==> src/rtl/sdram_arbiter.sv <==
// Three-port SDRAM access arbiter: download, VDP and CPU requesters share one controller.
// Fixed priority dl > vdp > cpu. Define SDRAM_ARB_AGING_EN to promote a starved CPU over the VDP.
module sdram_arbiter #(
    parameter int AW       = 24,
    parameter int DW       = 16,
    parameter int MAX_WAIT = 4
) (
    input  logic          clk,
    input  logic          reset_n,

    input  logic          dl_req,
    input  logic [AW-1:0] dl_addr,
    input  logic [DW-1:0] dl_din,
    output logic          dl_ack,

    input  logic          cpu_req,
    input  logic          cpu_we,
    input  logic [1:0]    cpu_be,
    input  logic [AW-1:0] cpu_addr,
    input  logic [DW-1:0] cpu_din,
    output logic          cpu_ack,
    output logic [DW-1:0] cpu_dout,

    input  logic          vdp_req,
    input  logic [AW-1:0] vdp_addr,
    output logic          vdp_ack,
    output logic [DW-1:0] vdp_dout,

    output logic          mem_start,
    output logic          mem_we,
    output logic [1:0]    mem_be,
    output logic [AW-1:0] mem_addr,
    output logic [DW-1:0] mem_din,
    input  logic          mem_done,
    input  logic [DW-1:0] mem_dout
);

    typedef enum logic [1:0] {
        ST_IDLE  = 2'd0,
        ST_START = 2'd1,
        ST_WAIT  = 2'd2,
        ST_RESP  = 2'd3
    } state_t;

    typedef enum logic [1:0] {
        GR_DL  = 2'd0,
        GR_CPU = 2'd1,
        GR_VDP = 2'd2
    } grant_t;

    state_t state_r;
    state_t state_nxt_s;
    grant_t grant_r;
    grant_t winner_s;
    logic   any_req_s;
    logic   accept_s;
    logic   cpu_promote_s;

    assign any_req_s = dl_req | cpu_req | vdp_req;
    assign accept_s  = (state_r == ST_IDLE) && any_req_s;

`ifdef SDRAM_ARB_AGING_EN
    localparam logic [3:0] MAX_WAIT_C = 4'(MAX_WAIT);

    logic [3:0] cpu_wait_r;

    assign cpu_promote_s = cpu_req && (cpu_wait_r == MAX_WAIT_C);

    // Count VDP grants that overtook a waiting CPU; a CPU grant clears the count.
    always_ff @(posedge clk or negedge reset_n) begin
        if (!reset_n) begin
            cpu_wait_r <= 4'd0;
        end else if (accept_s) begin
            if (winner_s == GR_CPU) begin
                cpu_wait_r <= 4'd0;
            end else if ((winner_s == GR_VDP) && cpu_req && (cpu_wait_r != MAX_WAIT_C)) begin
                cpu_wait_r <= cpu_wait_r + 4'd1;
            end else begin
                cpu_wait_r <= cpu_wait_r;
            end
        end else begin
            cpu_wait_r <= cpu_wait_r;
        end
    end
`else
    assign cpu_promote_s = 1'b0;
`endif

    // Winner selection; only meaningful in IDLE when some request is present.
    always_comb begin
        winner_s = GR_DL;
        if (dl_req) begin
            winner_s = GR_DL;
        end else if (cpu_promote_s) begin
            winner_s = GR_CPU;
        end else if (vdp_req) begin
            winner_s = GR_VDP;
        end else if (cpu_req) begin
            winner_s = GR_CPU;
        end else begin
            winner_s = GR_DL;
        end
    end

    // State register.
    always_ff @(posedge clk or negedge reset_n) begin
        if (!reset_n) begin
            state_r <= ST_IDLE;
        end else begin
            state_r <= state_nxt_s;
        end
    end

    // Next-state logic.
    always_comb begin
        state_nxt_s = state_r;
        case (state_r)
            ST_IDLE: begin
                if (any_req_s) begin
                    state_nxt_s = ST_START;
                end else begin
                    state_nxt_s = ST_IDLE;
                end
            end
            ST_START: state_nxt_s = ST_WAIT;
            ST_WAIT: begin
                if (mem_done) begin
                    state_nxt_s = ST_RESP;
                end else begin
                    state_nxt_s = ST_WAIT;
                end
            end
            ST_RESP: state_nxt_s = ST_IDLE;
            default: state_nxt_s = ST_IDLE;
        endcase
    end

    // Command attributes latched on grant; start strobe high during START.
    always_ff @(posedge clk or negedge reset_n) begin
        if (!reset_n) begin
            grant_r   <= GR_DL;
            mem_start <= 1'b0;
            mem_we    <= 1'b0;
            mem_be    <= 2'b00;
            mem_addr  <= {AW{1'b0}};
            mem_din   <= {DW{1'b0}};
        end else begin
            mem_start <= accept_s;
            if (accept_s) begin
                grant_r <= winner_s;
                case (winner_s)
                    GR_DL: begin
                        mem_we   <= 1'b1;
                        mem_be   <= 2'b11;
                        mem_addr <= dl_addr;
                        mem_din  <= dl_din;
                    end
                    GR_CPU: begin
                        mem_we   <= cpu_we;
                        mem_be   <= cpu_be;
                        mem_addr <= cpu_addr;
                        mem_din  <= cpu_din;
                    end
                    GR_VDP: begin
                        mem_we   <= 1'b0;
                        mem_be   <= 2'b11;
                        mem_addr <= vdp_addr;
                        mem_din  <= {DW{1'b0}};
                    end
                    default: begin
                        mem_we   <= 1'b0;
                        mem_be   <= 2'b00;
                        mem_addr <= {AW{1'b0}};
                        mem_din  <= {DW{1'b0}};
                    end
                endcase
            end
        end
    end

    // Completion: ack pulses in RESP, read data captured on the granted port only.
    always_ff @(posedge clk or negedge reset_n) begin
        if (!reset_n) begin
            dl_ack   <= 1'b0;
            cpu_ack  <= 1'b0;
            vdp_ack  <= 1'b0;
            cpu_dout <= {DW{1'b0}};
            vdp_dout <= {DW{1'b0}};
        end else begin
            dl_ack  <= 1'b0;
            cpu_ack <= 1'b0;
            vdp_ack <= 1'b0;
            if ((state_r == ST_WAIT) && mem_done) begin
                case (grant_r)
                    GR_DL: dl_ack <= 1'b1;
                    GR_CPU: begin
                        cpu_ack <= 1'b1;
                        if (!mem_we) begin
                            cpu_dout <= mem_dout;
                        end
                    end
                    GR_VDP: begin
                        vdp_ack  <= 1'b1;
                        vdp_dout <= mem_dout;
                    end
                    default: dl_ack <= 1'b0;
                endcase
            end
        end
    end

endmodule

==> config.mk <==
export PLATFORM = sky130hd
export DESIGN_NAME = sdram_arbiter
export DESIGN_NICKNAME = d
export VERILOG_FILES = /design/src/rtl/sdram_arbiter.sv
export SDC_FILE = /design/constraint.sdc
export NUM_CORES = 1
export LEC_CHECK = 0
export ABC_AREA = 1
export CORE_MARGIN = 4
export CORE_UTILIZATION = 40
export DETAILED_ROUTE_END_ITERATION = 8
export PLACE_DENSITY = 0.92
export SLEW_MARGIN = 0
export SYNTH_ARGS = -nofsm -noshare
export SYNTH_HDL_FRONTEND = slang
export SYNTH_SLANG_ARGS = --single-unit
==> constraint.sdc <==
create_clock -name clk -period 2.5 [get_ports clk]
set_input_delay 0.625 -clock clk [delete_from_list [all_inputs] [get_ports clk]]
set_output_delay 0.625 -clock clk [all_outputs]
set_load 0.01 [all_outputs]
Word-level counts from Yosys, hierarchy flattened
Cells that the tools add are included.

word-level totals
  flip-flop bits (word level) = 83
  input port bits = 129
  output and inout port bits = 79
  word-level logic and storage cells = 46

cells by class
  equality and inequality tests = 7
  mux-type cells = 16
  bitwise operators = 3
  reduce and logical (&&, ||, !) cells = 8

operators by type and width
  cell                                                                   count
  24-bit one-hot mux with 3 select lines                                 1
  16-bit one-hot mux with 2 select lines                                 1
  1-bit 2-to-1 mux                                                       9
  2-bit equality test, second input constant                             4
  2-bit one-hot mux with 4 select lines                                  1
  2-bit by 1-bit equality test with 1-bit output, second input constant  3
  2-bit logical NOT                                                      3
  2-bit 2-to-1 mux                                                       2
  2-bit one-hot mux with 2 select lines                                  1
  3-bit AND reduction                                                    1
  1-bit logical AND                                                      2
  1-bit OR                                                               2
  1-bit one-hot mux with 2 select lines                                  1
  2-bit AND reduction                                                    1
  2-bit OR reduction                                                     1
  1-bit inverter                                                         1

Depth between registers and ports, before layout
  depth after elaboration = 6
  gate-level depth with buffers = 9
  gate-level depth less buffers = 7

Worst setup path before layout
OpenSTA, ideal clock, no wires.

  path kind = input to register
  start = in cpu_req
  end = reg mem_addr[22]
  setup time = 0.117 ns
  arrival = 1.318 ns
  data required time = 2.383 ns
  setup slack = 1.065 ns
  stages on the path = 8
  path buffers = 2
  path through = buf_6 > nor2_8 > nand2_8 > nand2_8 > inv_4 > buf_6 > nor2_1 > nor2_1

between the ends
  word-level cells in the longest chain between the ends = 5
  elaborated cells between the ends (all ways) = 10
  those cells by class = eq/ne (2); mux (4); bitwise (2); reduce/logical (2)

ends and longest elaborated chain
  what                                               RTL line  RTL
  start, declared                                    16        input logic cpu_req,
  1-bit 2-to-1 mux                                   98        end else if (cpu_req) begin
  2-bit 2-to-1 mux                                   96        end else if (vdp_req) begin
  2-bit 2-to-1 mux                                   92        if (dl_req) begin
  2-bit equality test, or another cell as far along  151       case (winner_s)
  24-bit one-hot mux with 3 select lines             151
  end signal, assigned                               155       mem_addr <= dl_addr;
  end signal, assigned                               161       mem_addr <= cpu_addr;
  end signal, assigned                               167       mem_addr <= vdp_addr;
  end, declared                                      32        output logic [AW-1:0] mem_addr,

Several ways; a longest one is shown, not always the timed one.
A chain may end at the register's enable or synchronous reset.

Worst setup path in the final report
  start = in vdp_req
  end = reg mem_din[2]

between the ends
  word-level cells in the longest chain between the ends = 4
  elaborated cells between the ends (all ways) = 7
  those cells by class = eq/ne (1); mux (3); bitwise (1); reduce/logical (2)

ends and longest elaborated chain
  what                                                                                 RTL line  RTL
  start, declared                                                                      24        input logic vdp_req,
  2-bit 2-to-1 mux                                                                     96
  2-bit 2-to-1 mux                                                                     92
  2-bit by 1-bit equality test with 1-bit output or 2-bit logical NOT (tied branches)  151
  16-bit one-hot mux with 2 select lines                                               151
  end signal, assigned                                                                 146       mem_din <= {DW{1'b0}};
  end signal, assigned                                                                 156       mem_din <= dl_din;
  end signal, assigned                                                                 162       mem_din <= cpu_din;
  end, declared                                                                        33        output logic [DW-1:0] mem_din,

Several ways; a longest one is shown, not always the timed one.

==> impl_results.md <==
- Run status: completed
- Post_cts resized: 0
- Die area: 12,200 um2
- Peak VDD IR: 0.442 mV
- Synth warnings: 0
- CP Depth: 8
- Avg Cell Area, Syn: 7.91 um2
- Fin Clk Skew: 0.0138 ns
- Vias in the first global route: 4,326
- Arr. time, crit path: 2.28 ns
- Worst min path class: input port to async pin
- HPWL after detailed placement: 9760 um
- Cell taking the most area after synthesis: dfrtp_1
- Syn nets: 662
- Net Switching: 2.32 mW
- Worst r2r src: state_r[0]
- Clk pwr share: 14.6%
- Synth unique cells: 22
- RR Endpoint: cpu_dout[12]
- Initial antenna violation count: 0
- First-pass GRT wire length: 20,200 um
- Fin Setup TNS: 0 ns
- Detailed-route via count: 4,411
- Post-synthesis sequential area ratio: 49.6%
- Combinational share of power: 48.7%
- CTS Buffer Depth: 2
- Routed length per instance: 15.2 um
- Site row count: 37
- Total track usage: 21.0%
- Core area: 10,300 um2
- # DRC: 0
- Syn Inst Count: 530
- Total Power: 6.24 mW
- Max Slew Vio Count: 0
- Layout cells sized above 1: 5.66%
- CTS H-tree lvls: 3
- Crit end category: flip-flop
- Routed wl met2: 6650 um
- CTS tree: yes
- Bufs and invs on worst path: 3
- Ports: 208
- Global placement routability congestion: 0.827
- Crit path launch: vdp_req
- CP max stage cell: clkdlybuf4s50_1
- CP delay by family, top: buffers and inverters
- Crit path top cell by count: nand2_1
- Antenna Violating Nets Remaining: 0
- Critical path fanouts, max: 25
- Nets@finish: 852
- Clock sink total: 83
- Skew-Pair Late Insertion Delay: 0.35 ns
- Global route overflow: 0
- Switch share: 37.2%
- Effective utilization at floorplan: 40.8%
- Max-Cap Viols: 0
- Crit path cell chain: clkdlybuf4s50_1, inv_4, nand3_2, inv_2, nand2_1, nand2_1, nand2_1, nand2_1
- Startpoint types: input port
- Via density: 5.12
- Die width: 110 um
- Chip height: 110 um
- Filler Cell Count: 888
- Post-Route WL: 13,100 um
- Top Metal Used: met4
- DR pass1 iterations: 5
- Largest net degree at the start of global routing: 44
- RSZ-0062 raised after global routing: no
- Final setup vio count: 0
- CP required: 2.78 ns
- Leak Pwr: 2.99 nW
- Critical path class: input port to flip-flop
- Final Hold Vio Count: 0
- Mapped Area: 4190 um2
- Period utilization: 79.7%
- Flop pwr share: 36.8%
- Root Driver: clkbuf_8
- Met3 wire length: 1050 um
- M1 WL: 5020 um
- Post-synth top area share: 49.6%
- FMAX: 0.502 GHz
- Synthesized flop and latch total: 83
- Worst R2R Path Depth: 7
- FF-to-FF setup slack: 0.81 ns
- IO buf count: 207
- Area Growth Syn to Fin: 54.4%
- Total CTS buffers: 9
- Max-slew headroom: 61.0%
- Number of antenna diodes: 0
- Ranking of synthesized cells by area: dfrtp_1 (50%), nand2_1 (13%), nand3_1 (11%), nor2_1 (6.6%), nand4_1 (3.6%)
- Internal power: 3.92 mW
- Worst-path clk slew: 0.10 ns
- Slew @ Worst Pin: 0.582 ns
- Cell Pwr Density: 965 nW/um2
- Max stage delay on crit path: 0.61 ns
- Fin crit period: 1.99 ns
- Post-CTS Setup Inserts: 0
- Drt first-iter violations: 264
- Hold_buf cts: 0
[sequential cells by signal (all words and copies together) (netlist names)]
signal,flops
dl_ack,1
mem_be,2
cpu_dout,16
vdp_dout,16
mem_we,1
grant_r,2
mem_start,1
mem_din,16
state_r,2
mem_addr,24
vdp_ack,1
cpu_ack,1
[metal layers]
layer,vias up,global-route usage (%)
met1,2080,24.7
met3,33,4.48
li1,2102,-
met2,196,36.9
met4,0,8.80
met5,-,0
[power by group through the flow]
stage               clock network (mW)  logic, mW  registers, mW
floorplan                            0       1.19           2.55
global placement                     0       2.99           2.29
detailed placement                   0       3.08           2.32
CTS                              0.930       3.08           2.30
global route                     0.988       3.33           2.37
finish                           0.909       3.04           2.30
[stage by stage]
step                setup WS, ns  util [%]  hold slack (ns)  instances  area, um2
finish                     0.508      63.0            0.253        861       6470
global route               0.365      63.0            0.267        861       6470
CTS                        0.502      63.0            0.262        861       6470
detailed placement         0.124      61.2            0.465        845       6290
global placement           0.225      61.2            0.461        845       6290
floorplan                   1.06         -            0.329        530       4190
[cell usage in the layout, fill, tap and decap left out]
cell / count
clkdlybuf4s50_1: 206
nand2_1: 146
nand3_1: 89
dfrtp_1: 83
nor2_1: 74
nand4_1: 24
inv_1: 21
o21ai_0: 19
o21ai_1: 18
buf_4: 10
clkbuf_8: 9
inv_4: 3
ha_1: 3
inv_6: 3
nand2_8: 2
inv_2: 2
nand2_2: 2
clkinvlp_4: 2
buf_12: 2
nor2_8: 1
nand4_2: 1
nor3_4: 1
nor3_1: 1
nand3_2: 1
inv_8: 1
clkinv_2: 1
[layout make-up]
type                    instances  area (um2)  area share, %
inverters                      26         105           1.62
repair buffers                218        2180           33.6
well taps                     136         170           2.63
clock buffers                   9         124           1.91
flip-flops and latches         83        2080           32.1
multi-input cells             382        1760           27.2
clock inverters                 7        57.6          0.889
[how the worst max path moves through the flow]
stage / end / slack [ns]
after detailed placement: mem_din[3] / 0.12
after global placement: mem_addr[5] / 0.22
after floorplan: mem_addr[22] / 1.06
after CTS: mem_din[2] / 0.50
final: mem_din[2] / 0.51
after global routing: mem_din[1] / 0.37
[cell usage after synthesis, drive strengths merged]
master,n
nand2,150
nand3,90
dfrtp,83
nor2,75
o21ai,37
buf,34
inv,26
nand4,25
clkbuf,5
ha,3
nor3,2
[cell families (layout without fill, tap and decap cells)]
family / after synthesis / in the layout / synth area share, %
fa+ha+maj: 3 / 3 / 0.896
buf+inv: 65 / 260 / 8.42
simple gates: 342 / 342 / 36.7
flops: 83 / 83 / 49.6
compound gates: 37 / 37 / 4.42
(Power assumes the default switching activity.)
